File: src/rtl/subneg_demux.sv
// Registered 1-to-2 demultiplexer with per-channel valid/ready holding registers.
// Optional per-channel delivery counters when SUBNEG_DEMUX_COUNT_EN is defined.
module subneg_demux #(
   parameter int WIDTH = 8
) (
   input  logic             clk,
   input  logic             rst_n,
   input  logic [WIDTH-1:0] in_data,
   input  logic             in_valid,
   output logic             in_ready,
   input  logic             sel,
   output logic [WIDTH-1:0] out1_data,
   output logic             out1_valid,
   input  logic             out1_ready,
   output logic [WIDTH-1:0] out2_data,
   output logic             out2_valid,
   input  logic             out2_ready
`ifdef SUBNEG_DEMUX_COUNT_EN
   ,
   output logic [15:0]      out1_count,
   output logic [15:0]      out2_count
`endif
);

   typedef enum logic {EMPTY, FULL} chan_state_t;

   chan_state_t state1, state1_nxt;
   chan_state_t state2, state2_nxt;
   logic        room1, room2;
   logic        accept, acc1, acc2;
   logic        drain1, drain2;

   assign out1_valid = (state1 == FULL);
   assign out2_valid = (state2 == FULL);

   // Only the selected channel's room gates in_ready; the other may stall freely.
   assign room1    = !out1_valid || out1_ready;
   assign room2    = !out2_valid || out2_ready;
   assign in_ready = sel ? room2 : room1;

   assign accept = in_valid && in_ready;
   assign acc1   = accept && !sel;
   assign acc2   = accept && sel;
   assign drain1 = out1_valid && out1_ready;
   assign drain2 = out2_valid && out2_ready;

   always_ff @(posedge clk or negedge rst_n) begin
      if (!rst_n) begin
         state1 <= EMPTY;
         state2 <= EMPTY;
      end else begin
         state1 <= state1_nxt;
         state2 <= state2_nxt;
      end
   end

   always_comb begin
      state1_nxt = state1;
      state2_nxt = state2;
      if (acc1)
         state1_nxt = FULL;
      else if (drain1)
         state1_nxt = EMPTY;
      if (acc2)
         state2_nxt = FULL;
      else if (drain2)
         state2_nxt = EMPTY;
   end

   always_ff @(posedge clk or negedge rst_n) begin
      if (!rst_n) begin
         out1_data <= '0;
         out2_data <= '0;
      end else begin
         if (acc1)
            out1_data <= in_data;
         if (acc2)
            out2_data <= in_data;
      end
   end

`ifdef SUBNEG_DEMUX_COUNT_EN
   always_ff @(posedge clk or negedge rst_n) begin
      if (!rst_n) begin
         out1_count <= '0;
         out2_count <= '0;
      end else begin
         if (drain1)
            out1_count <= out1_count + 16'd1;
         if (drain2)
            out2_count <= out2_count + 16'd1;
      end
   end
`endif

endmodule

File: config.mk
export PLATFORM = sky130hd
export DESIGN_NAME = subneg_demux
export DESIGN_NICKNAME = d
export VERILOG_FILES = /design/src/rtl/subneg_demux.sv
export SDC_FILE = /design/constraint.sdc
export NUM_CORES = 1
export LEC_CHECK = 0
export ABC_AREA = 1
export ABC_CLOCK_PERIOD_IN_PS = 800
export BUFFER_PORTS_ARGS = -buffer_cell sky130_fd_sc_hd__buf_2
export CELL_PAD_IN_SITES_DETAIL_PLACEMENT = 1
export CELL_PAD_IN_SITES_GLOBAL_PLACEMENT = 2
export CORE_ASPECT_RATIO = 0.7
export CORE_MARGIN = 1
export CORE_UTILIZATION = 24
export CTS_BUF_LIST = sky130_fd_sc_hd__clkbuf_16
export DETAILED_ROUTE_END_ITERATION = 16
export PLACE_DENSITY = 0.75
export SLEW_MARGIN = 10
export SYNTH_ARGS = -nofsm -noshare
export SYNTH_HDL_FRONTEND = slang
export SYNTH_SLANG_ARGS = --single-unit
export TNS_END_PERCENT = 50
File: constraint.sdc
create_clock -name clk -period 0.8 [get_ports clk]
set_input_delay 0.04 -clock clk [delete_from_list [all_inputs] [get_ports clk]]
set_output_delay 0.04 -clock clk [all_outputs]
set_load 0.01 [all_outputs]
* Yosys cells after proc, flatten, opt, wreduce, memory -nomap -nowiden *
Cells that the tools add are included.

operators by class
  reductions and logical operators = 12
  mux-type cells = 5

operator list
  operator            count
  1-bit logical AND   5
  1-bit 2-to-1 mux    5
  2-bit nonzero test  2
  1-bit logical NOT   3
  1-bit logical OR    2

storage, ports and cells
  register bits = 18
  output and inout bits = 19

* Logic depth before layout (Yosys ltp) *
  word-level depth = 6
  gate-level depth with buffers = 5

* Worst setup path after synthesis *
Ideal clock, no wire load.

  path kind = flip-flop to flip-flop
  start point = register state1, in the netlist out1_valid
  end point = register out1_data[0]
  path buffers = 0
  required time = 683 ps
  slack = -72 ps
  library setup time = 117 ps
  arrival time = 755 ps
  cell stages (with the launch flop) = 5
  cells stage by stage = dfrtp_1 nand2_1 nand3_4 nand2_1 nand2_1

between the ends
  word-level cells in the longest chain between the ends = 5

ends and longest elaborated chain
  item                      RTL line  source
  start: declaration        27        chan_state_t state1, state1_nxt;
  start signal: assignment  52        state1 <= state1_nxt;
  1-bit logical NOT         37        assign room1 = !out1_valid || out1_ready;
  1-bit logical OR          37
  1-bit 2-to-1 mux          39        assign in_ready = sel ? room2 : room1;
  1-bit logical AND         41        assign accept = in_valid && in_ready;
  1-bit logical AND         42        assign acc1 = accept && !sel;
  end signal: assignment    76        out1_data <= in_data;
  end: declaration          12        output logic [WIDTH-1:0] out1_data,

No other way between the ends.
A chain may end at the register's enable or synchronous reset.

* Worst setup path in the final report *
  start point = register state1, in the netlist out1_valid
  end point = output port in_ready

between the ends
  word-level cells in the longest chain between the ends = 3

ends and longest elaborated chain
  item               RTL line  source
  1-bit logical NOT  37
  1-bit logical OR   37
  1-bit 2-to-1 mux   39
  end: declaration   10        output logic in_ready,

No other way between the ends.

==> reports/qor.yml <==
synth:
  synthMuxAreaShare_pct: 0
  synth_fa_ha_area_share_pct: 0
  yosysUniqueCellTypes: 10
  synth_top_family_by_area: "simple AND/OR/NAND/NOR gates"
  synth.avg_cell_area_um2: 9.72
  yosys.area_share.simple_pct: 35.2
  synth_top_area_share_pct: 55.8
  yosys.area_share.xor_xnor_pct: 0
  syn_inst: 83
  ys_warn_count: 0
  synth_seq_cells: 18
  synth-compound-area-share_pct: 0
  yosysSeqAreaShare_pct: 55.8
  yosys.area.top_type: "dfrtp_1"
  synth_area_leaders: "dfrtp_1 (56%), nand2_1 (18%), nand4_1 (12%)"
  synth_nets: 97
  syn_area_um2: 807
power_and_ir_drop:
  powerDensity_nw_per_um2: 2330
  swShare_pct: 27.6
  p_switching_w: 0.000758
  p_leak_nw: 0.661
  total_power_w: 0.00275
  vdd_drop_max_mv: 0.825
  p_seq_share_pct: 41.1
  internal-power_w: 0.00199
  p_clk_share_pct: 36.8
  combPwrFrac_pct: 22.1
global_route:
  grt_max_degree: 19
  gr-total-overflow: 0
  grt_pass1_vias: 816
  grt_antenna_before_repair: 0
  grt_pass1_wl_mm: 3.81
  track_usage_pct: 14.5
final_layout:
  fin_cells: 167
  synthToLayoutAreaGrowth_pct: 46.5
  fin_nets: 144
  layout-drive-gt1-share_pct: 43.4
  diodes: 0
  stdcell_area_um2: 1180
die:
  core_um2: 3170
  die_h_um: 50.5
  num_rows: 17
  fp.dieW_um: 71.3
  io_pins: 33
  dieArea_um2: 3600
  start_util_pct: 25.5
detailed_routing:
  viasPerCell: 4.60
  num_vias: 769
  firstDrtPassIters: 9
  ant_nets: 0
  finalWirelength_mm: 2.33
  drtIter0Drc: 38
  post-route-drc-count: 2
  wl_per_cell_um: 14.0
critical_path:
  critical_path_peak_fanout: 4
  worstPathCellList: "nand2_4, nand2_2, nand2_1, buf_2"
  crit_path_max_incr_delay_ns: 0.40
  end_kind: "output port"
  arrival_ns: 0.97
  cp_slowest_cell: "dfrtp_1"
  crit_type: "reg2out"
  required_ns: 0.76
  start_kind: "register"
sta:
  hold_viol: 0
  skew_ns: 0.00278
  maxSlewViolCount: 0
  post-route-period-util_pct: 126
  finalSetupTns_ns: -3.43
  rsz0062_at_grt: "yes"
  fin_crit_ns: 1.01
  finalSetupViolCount: 35
  fmax_ghz: 0.991
  tightest_slew_ns: 0.432
  max_slew_margin_pct: 71.2
  setup_slack_ns: -0.209
clocking:
  cts_sinks: 18
  clk_pin_slew_ns: 0.05
  cts_buffer_depth: 2
  clock_latency_ns: 0.25
  tritoncts: "yes"
  cts_buffers: 3
  cts_root_buf: "clkbuf_16"
  h-tree-depth: 1
place:
  hpwlAfterDp_mm: 1.74
  gp_congestion: 0.730
  placed_cells: 158
  numPortBuffers: 32
  place_area_um2: 1030
worst_hold_path:
  min-delay-path-class: "in2reg"
run:
  drv_cap: 0
status:
  violations: "DRC, setup timing"
  status: "complete, but fails checks"
==> cells in the final DEF (no fill, tap or decap), drive strengths merged <==
master / n
buf: 46
nand2: 39
dfrtp: 18
nand4: 16
clkbuf: 3
inv: 3
nand3: 2
clkinv: 1
dlygate4sd3: 1
==> power by group through the flow <==
stage | registers [W] | logic, W | clock network, W
6_report | 0.00113 | 0.000606 | 0.00101
5_1_grt | 0.00115 | 0.000673 | 0.00108
4_1_cts | 0.00113 | 0.000613 | 0.00104
3_5_place_dp | 0.00114 | 0.000559 | 0
3_3_place_gp | 0.00114 | 0.000543 | 0
2_1_floorplan | 0.00121 | 0.000226 | 0
==> path summary, 6_finish.rpt <==
path	from	endpoint	slack (ns)	depth (start not counted)
worst max-delay path	out1_valid$_DFFE_PN0P_	in_ready	-0.21	4
worst min-delay path	in_data[5]	out1_data[5]$_DFFE_PN0P_	0.06	3
worst max register to register	out1_valid$_DFFE_PN0P_	out1_data[1]$_DFFE_PN0P_	-0.18	5
worst min register to register	out2_data[2]$_DFFE_PN0P_	out2_data[2]$_DFFE_PN0P_	0.48	2
max in group asynchronous	rst_n	out1_data[6]$_DFFE_PN0P_	0.24	2
min in group asynchronous	rst_n	out2_data[1]$_DFFE_PN0P_	0.26	2
==> routing by layer <==
layer  part of all wire [%]  global-route usage, %  vias to the layer above  wire length, µm
li1                       -                      -                      371                -
met1                     46                   18.3                      371             1080
met2                     47                   23.3                       24             1090
met3                    6.4                   5.02                        3              149
met4                   0.73                   5.00                        0               17
met5                      0                      0                        -                0
==> flip-flops by register name, indices dropped and copies added (netlist names) <==
signal	count
out1_data	8
out1_valid	1
out2_data	8
out2_valid	1
==> stage by stage <==
stage,hold WS [ns],setup slack [ns],utilization [%]
after global placement,-0.00596,-0.0895,32.5
after global routing,0.0622,-0.261,37.3
after CTS,0.0575,-0.225,37.2
final,0.0584,-0.209,37.3
after floorplan,-0.256,-0.0319,-
after detailed placement,0.00683,-0.141,32.5
==> what timing repair did <==
action | in CTS | in global routing
endpoints found under the setup margin | 37 | 37
hold buffers | 1 | 0
endpoints found under the hold margin | 18 | 0
pin swaps | 4 | 2
setup buffers | 4 | 0
resized for setup | 4 | 1
==> kinds of logic (layout without fill, tap and decap cells) <==
kind of cell	after synthesis	count (layout)
and+or+nand+nor	57	57
DFF	18	18
buffers and inverters	8	54
==> cell type report <==
class | instances | area [µm²]
Tap cell | 38 | 47.5
Clock inverter | 1 | 3.75
Clock buffer | 3 | 75.1
Fill cell | 378 | 1990
Timing Repair Buffer | 47 | 298
Inverter | 3 | 11.3
Multi-Input combinational cell | 57 | 297
Sequential cell | 18 | 450
==> worst max-delay path: cells and delay by family, from the launching register on <==
kind | cells | cell delay [ns]
AND/OR/NAND/NOR | 3 | 0.19
buffers and inverters | 1 | 0.12
flip-flops | 1 | 0.40
==> synth_stat cells (all sizes together) <==
| library cell | count |
|---|---|
| nand2 | 39 |
| buf | 5 |
| nand4 | 16 |
| dfrtp | 18 |
| nand3 | 2 |
| inv | 3 |
No activity file was read; power rests on OpenSTA's default activity.
